--- src/rtl/bcd_lap_counter.sv ---
// Stopwatch-style lap counter: prescaled tick, packed-BCD count, run/pause/clear
// control, lap capture and a wrap-or-saturate policy at full scale.
module bcd_lap_counter #(
    parameter int unsigned CLK_FREQ_HZ = 50000000,
    parameter int unsigned TICK_HZ     = 1000,
    parameter int unsigned DIGITS      = 6,
    parameter bit          WRAP        = 1'b1
) (
    input  logic                  clk,
    input  logic                  reset,
    input  logic                  clear,
    input  logic                  start,
    input  logic                  stop,
    input  logic                  lap,
    output logic [4*DIGITS-1:0]   count_bcd,
    output logic [4*DIGITS-1:0]   lap_bcd,
    output logic                  lap_valid,
    output logic                  tick,
    output logic                  running,
    output logic                  overflow
);

    localparam int unsigned DIV = (TICK_HZ == 0) ? 0 : CLK_FREQ_HZ / TICK_HZ;
    localparam int unsigned PW  = (DIV > 2) ? $clog2(DIV) : 1;
    localparam int unsigned CW  = 4 * DIGITS;

    // Refuse to elaborate with a non-integer or too-small divider or bad digit count.
    generate
        if (TICK_HZ == 0 || (CLK_FREQ_HZ % TICK_HZ) != 0 || DIV < 2) begin : g_bad_div
            $error("bcd_lap_counter: CLK_FREQ_HZ/TICK_HZ must be an integer >= 2");
        end
        if (DIGITS < 1 || DIGITS > 8) begin : g_bad_digits
            $error("bcd_lap_counter: DIGITS must be in 1..8");
        end
    endgenerate

    typedef enum logic [1:0] {
        ST_IDLE  = 2'd0,
        ST_RUN   = 2'd1,
        ST_PAUSE = 2'd2
    } state_t;

    state_t          state_q;
    state_t          state_d;
    logic [PW-1:0]   presc_q;
    logic [CW-1:0]   count_q;
    logic [CW-1:0]   count_inc;
    logic [CW-1:0]   count_d;
    logic [CW-1:0]   lap_q;
    logic            lap_valid_q;
    logic            overflow_q;
    logic            running_q;
    logic            all_nines;
    logic            tick_int;

    assign tick_int = (state_q == ST_RUN) && (presc_q == PW'(DIV - 1));

    // Control FSM; stop beats start, clear beats both.
    always_comb begin
        state_d = state_q;
        if (clear) begin
            state_d = ST_IDLE;
        end else begin
            unique case (state_q)
                ST_IDLE:  if (start && !stop) state_d = ST_RUN;
                ST_RUN:   if (stop)           state_d = ST_PAUSE;
                ST_PAUSE: if (start && !stop) state_d = ST_RUN;
                default:                      state_d = ST_IDLE;
            endcase
        end
    end

    // Decimal increment with ripple carry; the final carry flags full scale.
    always_comb begin
        logic       carry;
        logic [3:0] digit;
        count_inc = count_q;
        carry     = 1'b1;
        for (int i = 0; i < int'(DIGITS); i++) begin
            digit = count_q[4*i +: 4];
            if (carry) begin
                if (digit >= 4'd9) begin
                    count_inc[4*i +: 4] = 4'd0;
                end else begin
                    count_inc[4*i +: 4] = digit + 4'd1;
                    carry               = 1'b0;
                end
            end
        end
        all_nines = carry;
    end

    always_comb begin
        count_d = count_q;
        if (tick_int) begin
            if (!all_nines) begin
                count_d = count_inc;
            end else if (WRAP) begin
                count_d = '0;
            end
        end
    end

    always_ff @(posedge clk) begin
        if (reset || clear) begin
            state_q     <= ST_IDLE;
            presc_q     <= '0;
            count_q     <= '0;
            lap_q       <= '0;
            lap_valid_q <= 1'b0;
            overflow_q  <= 1'b0;
            running_q   <= 1'b0;
        end else begin
            state_q   <= state_d;
            running_q <= (state_d == ST_RUN);
            // Prescaler only advances in RUN so a pause keeps the partial period.
            if (state_q == ST_RUN) begin
                presc_q <= tick_int ? '0 : presc_q + PW'(1);
            end
            count_q <= count_d;
            if (tick_int && all_nines) begin
                overflow_q <= 1'b1;
            end
            if (lap) begin
                lap_q <= count_q;
            end
            lap_valid_q <= lap;
        end
    end

    assign count_bcd = count_q;
    assign lap_bcd   = lap_q;
    assign lap_valid = lap_valid_q;
    assign tick      = tick_int;
    assign running   = running_q;
    assign overflow  = overflow_q;

endmodule

--- config.mk ---
export PLATFORM = sky130hd
export DESIGN_NAME = bcd_lap_counter
export DESIGN_NICKNAME = d
export VERILOG_FILES = /design/src/rtl/bcd_lap_counter.sv
export SDC_FILE = /design/constraint.sdc
export NUM_CORES = 1
export LEC_CHECK = 0
export CORE_MARGIN = 1.5
export CORE_UTILIZATION = 56
export CTS_CLUSTER_SIZE = 24
export DETAILED_ROUTE_END_ITERATION = 8
export PLACE_DENSITY = 0.85
export SETUP_SLACK_MARGIN = 0.5
export SLEW_MARGIN = 5
export SYNTH_ARGS = -nofsm -noshare
export SYNTH_HDL_FRONTEND = slang
export SYNTH_SLANG_ARGS = --single-unit
--- constraint.sdc ---
create_clock -name clk -period 4.1 [get_ports clk]
set_input_delay 0.82 -clock clk [delete_from_list [all_inputs] [get_ports clk]]
set_output_delay 0.82 -clock clk [all_outputs]
set_load 0.02 [all_outputs]
==> summary.md <==
• flip-flop to output pin — crit path kind
• 69 x sky130_fd_sc_hd__dfxtp_1, 57 x sky130_fd_sc_hd__clkdlybuf4s50_1, 48 x sky130_fd_sc_hd__nor2_1 — most frequent cells in the layout
• 0% — ys async rst share
• 6.62 mm — total routed wirelength
• 30 — pin count of the biggest net entering global routing
• 56.0% — Seq pwr share
• 0.00312 mm^2 — summed instance area of the synthesized netlist
• 1.46 nW — leakage power
• sky130_fd_sc_hd__clkbuf_8 — root buf cell
• 4 — detailed-router iteration count before antenna repair
• 1.59 ns — slack of the worst reg-to-reg path
• 41.1% — clock share of power
• overflow — start point of the worst min-delay path
• 0 — antenna violations before repair
• 0 — cells resized by post-CTS repair
• 0 ns — setup tns final
• 2481 — via count of the first global-routing pass
• 32.3% — worst slew margin relative to its limit
• 57 — quantity of I/O buffers inserted on ports
• 2.44 ns — crit path DAT
• count_bcd[23] — reg2reg end
• 77.7 um — Die Y
• 3.0% — combinational share of power
• 419 — final net count
• 1.01 ns — slew at the pin closest to its max-slew limit
• 24.0% — share of synthesized cell area in and, or, nand and nor gates
• 0 — quantity of hold-fixing buffers added after cts
• 0.07 ns — Clock Pin Slew Worst Setup and Hold Paths
• 97 — number of violations reported at the end of detailed-routing iteration 0
• 5 — number of cells on the critical path
• 0.00868 ns — Clock Skews
• flip-flop — Startpoint Class
• 23.5% — overall fraction of global-route tracks in use
• finished clean — outcome
• 42 — count of unique library cells instantiated by Yosys
• built — CTS tree
• 58 — I/O pin total
• 0 — post-route DRC violation count
• 307 mW/mm^2 — total power per unit cell area
• 8.02% — mux share of post-synthesis cell area
• simple AND/OR/NAND/NOR gates — Top Family by Delay on Critical Path
• tick — Critical Path Sink
• sky130_fd_sc_hd__dfxtp_1 — prevailing post-synth register cell
• 2 — number of buffers on the longest clock path
• 9.15 um^2 — Avg Cell Area, Syn
• 9 — TritonCTS Buffers
• false — unrepaired setup endpoints after global routing
• count_bcd[4] — reg-to-reg critical path startpoint
• 408 — number of filler instances in the final layout
• 7.62% — arithmetic-cell share of the synthesized area counting full adders, half adders and majority gates
• output pin — Crit. End Element
• 0.000228 V — worst-case vdd ir drop
• and2b_1 > nand4_1 > or2_2 > clkinv_1 > clkdlybuf4s50_1 — worst path cell trace
• 4.60 mm — sum of net half-perimeters after detailed placement
• 27 — Std-Cell Rows
• 0.816 — Placer Congestion
• 3.93% — synthesized-area fraction occupied by xor and xnor cells
• 8.18% — share of the synthesized area in compound gates (AO/OA/AOI/OAI)
• 3 — number of levels the H-tree was split into
• 0.34 ns — Worst-Skew Late Latency
• 9 — Crit Path Max Fanout
• 22.2% — net switching share of the total power
• 69 — number of synthesized register bits
• 0 — post-CTS setup buffer count
• 0.000934 W — Power Internal
• 69 — Clock Sink Count
• 14.0 um — WL/cell
• 0 — EDFF count, synth
• simple AND/OR/NAND/NOR gates — combinational family with the most area after synthesis
• 0 — global-route congestion overflow total
• 2586 — via total after detailed routing
• 7.52% — fraction of final layout cells sized beyond drive strength 1
• 0.000267 W — switching power total
• state_q[0] — worst setup path startpoint
• 57.4% — effective utilization at floorplan
• 0.63 ns — maximum cell stage delay along the critical path
• 0.00120 W — Design Power
• 5.49 — Via-to-Cell Ratio
• 3.28 ns — Req. time, crit path
• 44.2% — sequential element share of the synthesized area
• 366 — number of nets produced by synthesis
• 79.5% — final cycle utilization of the critical path
• 71.9% — Layout Utilization
• 77.7 um — Die Wd
• 0.00603 mm^2 — overall die area
• 25.3% — synthesis-to-finish area growth
• 0 — total count of hold-check failures in the final report
• 3.26 ns — min Tclk post-route
• flip-flop to flip-flop — Hold WC Path Type
• 0.00544 mm^2 — Placeable Area
• sky130_fd_sc_hd__clkdlybuf4s50_1 — Critical Path Slowest Stage Cell
• 11.2 mm — wire length of the first global-routing pass
• 7 — r2r worst-path depth
• 0 — warning count from the yosys run
• 0 — final count of pins violating max slew
• 0 — Detail Route Antenna Nets
• sky130_fd_sc_hd__dfxtp_1 — commonest non-fill, non-tap cell in the layout
• 0 — max-cap violations
• 0 — total setup violations reported at the end of the flow
• 307 MHz — FMAX
• 341 — post-synthesis cell count
• 2 — CP Buf/Inv Count
• 0 — Ant. Diodes
## final cells by class
| cell class | count | area [um^2] | share of cell area, % |
|---|---|---|---|
| well taps | 72 | 90.1 | 2.30 |
| clock buffers | 12 | 155 | 3.97 |
| clock inverters | 4 | 22.5 | 0.576 |
| repair buffers | 59 | 586 | 15.0 |
| inverters | 16 | 60.1 | 1.54 |
| flip-flops and latches | 69 | 1380 | 35.3 |
| multi-input cells | 239 | 1620 | 41.3 |
## flip-flops by register name (all words and copies together) (netlist names)
register	flops
count_bcd	24
lap_bcd	24
lap_valid	1
overflow	1
presc_q	16
running	1
state_q	2
## kinds of logic after synthesis
kind of cell,after synthesis
adders and majority gates,19
DFF,69
buffers and inverters,33
and+or+nand+nor,139
muxes,25
AOI/OAI and AO/OA,42
xor gates and xnor gates,14
## synth_stat cells (2+ instances only)
cell,n,area [um^2]
sky130_fd_sc_hd__a21oi_1,18,90.1
sky130_fd_sc_hd__a41oi_1,4,35.0
sky130_fd_sc_hd__and2_1,3,18.8
sky130_fd_sc_hd__and3_1,3,18.8
sky130_fd_sc_hd__and4_1,3,26.3
sky130_fd_sc_hd__clkbuf_1,16,60.1
sky130_fd_sc_hd__dfxtp_1,69,1380
sky130_fd_sc_hd__ha_1,19,238
sky130_fd_sc_hd__inv_1,15,56.3
sky130_fd_sc_hd__mux2i_1,25,250
sky130_fd_sc_hd__nand2_1,18,67.6
sky130_fd_sc_hd__nand2b_1,2,12.5
sky130_fd_sc_hd__nand3_1,14,70.1
sky130_fd_sc_hd__nand4_1,14,87.6
sky130_fd_sc_hd__nand4b_1,3,26.3
sky130_fd_sc_hd__nor2_1,48,180
sky130_fd_sc_hd__nor2b_1,2,12.5
sky130_fd_sc_hd__nor3_1,7,35.0
sky130_fd_sc_hd__nor4_1,4,25.0
sky130_fd_sc_hd__nor4b_2,2,30.0
sky130_fd_sc_hd__o21ai_0,9,45.0
sky130_fd_sc_hd__o31ai_1,5,37.5
sky130_fd_sc_hd__or2_2,2,12.5
sky130_fd_sc_hd__or3_1,2,12.5
sky130_fd_sc_hd__or3b_2,4,35.0
sky130_fd_sc_hd__or4_4,2,22.5
sky130_fd_sc_hd__xnor2_1,2,17.5
sky130_fd_sc_hd__xor2_1,12,105
## routing by layer
layer	GRT usage, %	share of wire (%)	vias to the layer above
met3	4.47	4.1	11
met1	28.4	46	1223
li1	-	-	1302
met5	0	0	-
met2	39.6	48	50
met4	12.0	1.9	0
## worst min path at each step
stage / endpoint / cells after the start
floorplan: presc_q[1] / 2
global placement: overflow / 2
detailed placement: overflow / 2
CTS: overflow / 2
global route: overflow / 2
finish: overflow / 2
## worst reg2reg max path, stage by stage, from the launching register on
cell and delay [ns]:
sky130_fd_sc_hd__dfxtp_1 0.46, sky130_fd_sc_hd__inv_1 0.10, sky130_fd_sc_hd__ha_1 0.20, sky130_fd_sc_hd__or3b_2 0.19, sky130_fd_sc_hd__nand4_1 0.16, sky130_fd_sc_hd__or4_4 0.56, sky130_fd_sc_hd__or4_4 0.58, sky130_fd_sc_hd__o211a_1 0.15
## power groups by stage
stage / clock, W / combinational (W) / sequential [W]
floorplan: 0 / 0.0000232 / 0.000688
global placement: 0 / 0.0000356 / 0.000687
detailed placement: 0 / 0.0000357 / 0.000687
CTS: 0.000503 / 0.0000360 / 0.000672
global route: 0.000529 / 0.0000388 / 0.000671
finish: 0.000493 / 0.0000357 / 0.000672
## metrics by stage
stage / hold WS, ns / setup WS, ns / cell area, um^2 / std cells
final: 0.471 / 0.841 / 3910 / 471
after detailed placement: 0.463 / 1.20 / 3730 / 455
after floorplan: 0.445 / 1.72 / 3120 / 341
after global routing: 0.508 / 0.675 / 3910 / 471
after CTS: 0.476 / 0.823 / 3910 / 471
after global placement: 0.458 / 1.25 / 3730 / 455
(Power assumes the default switching activity.)
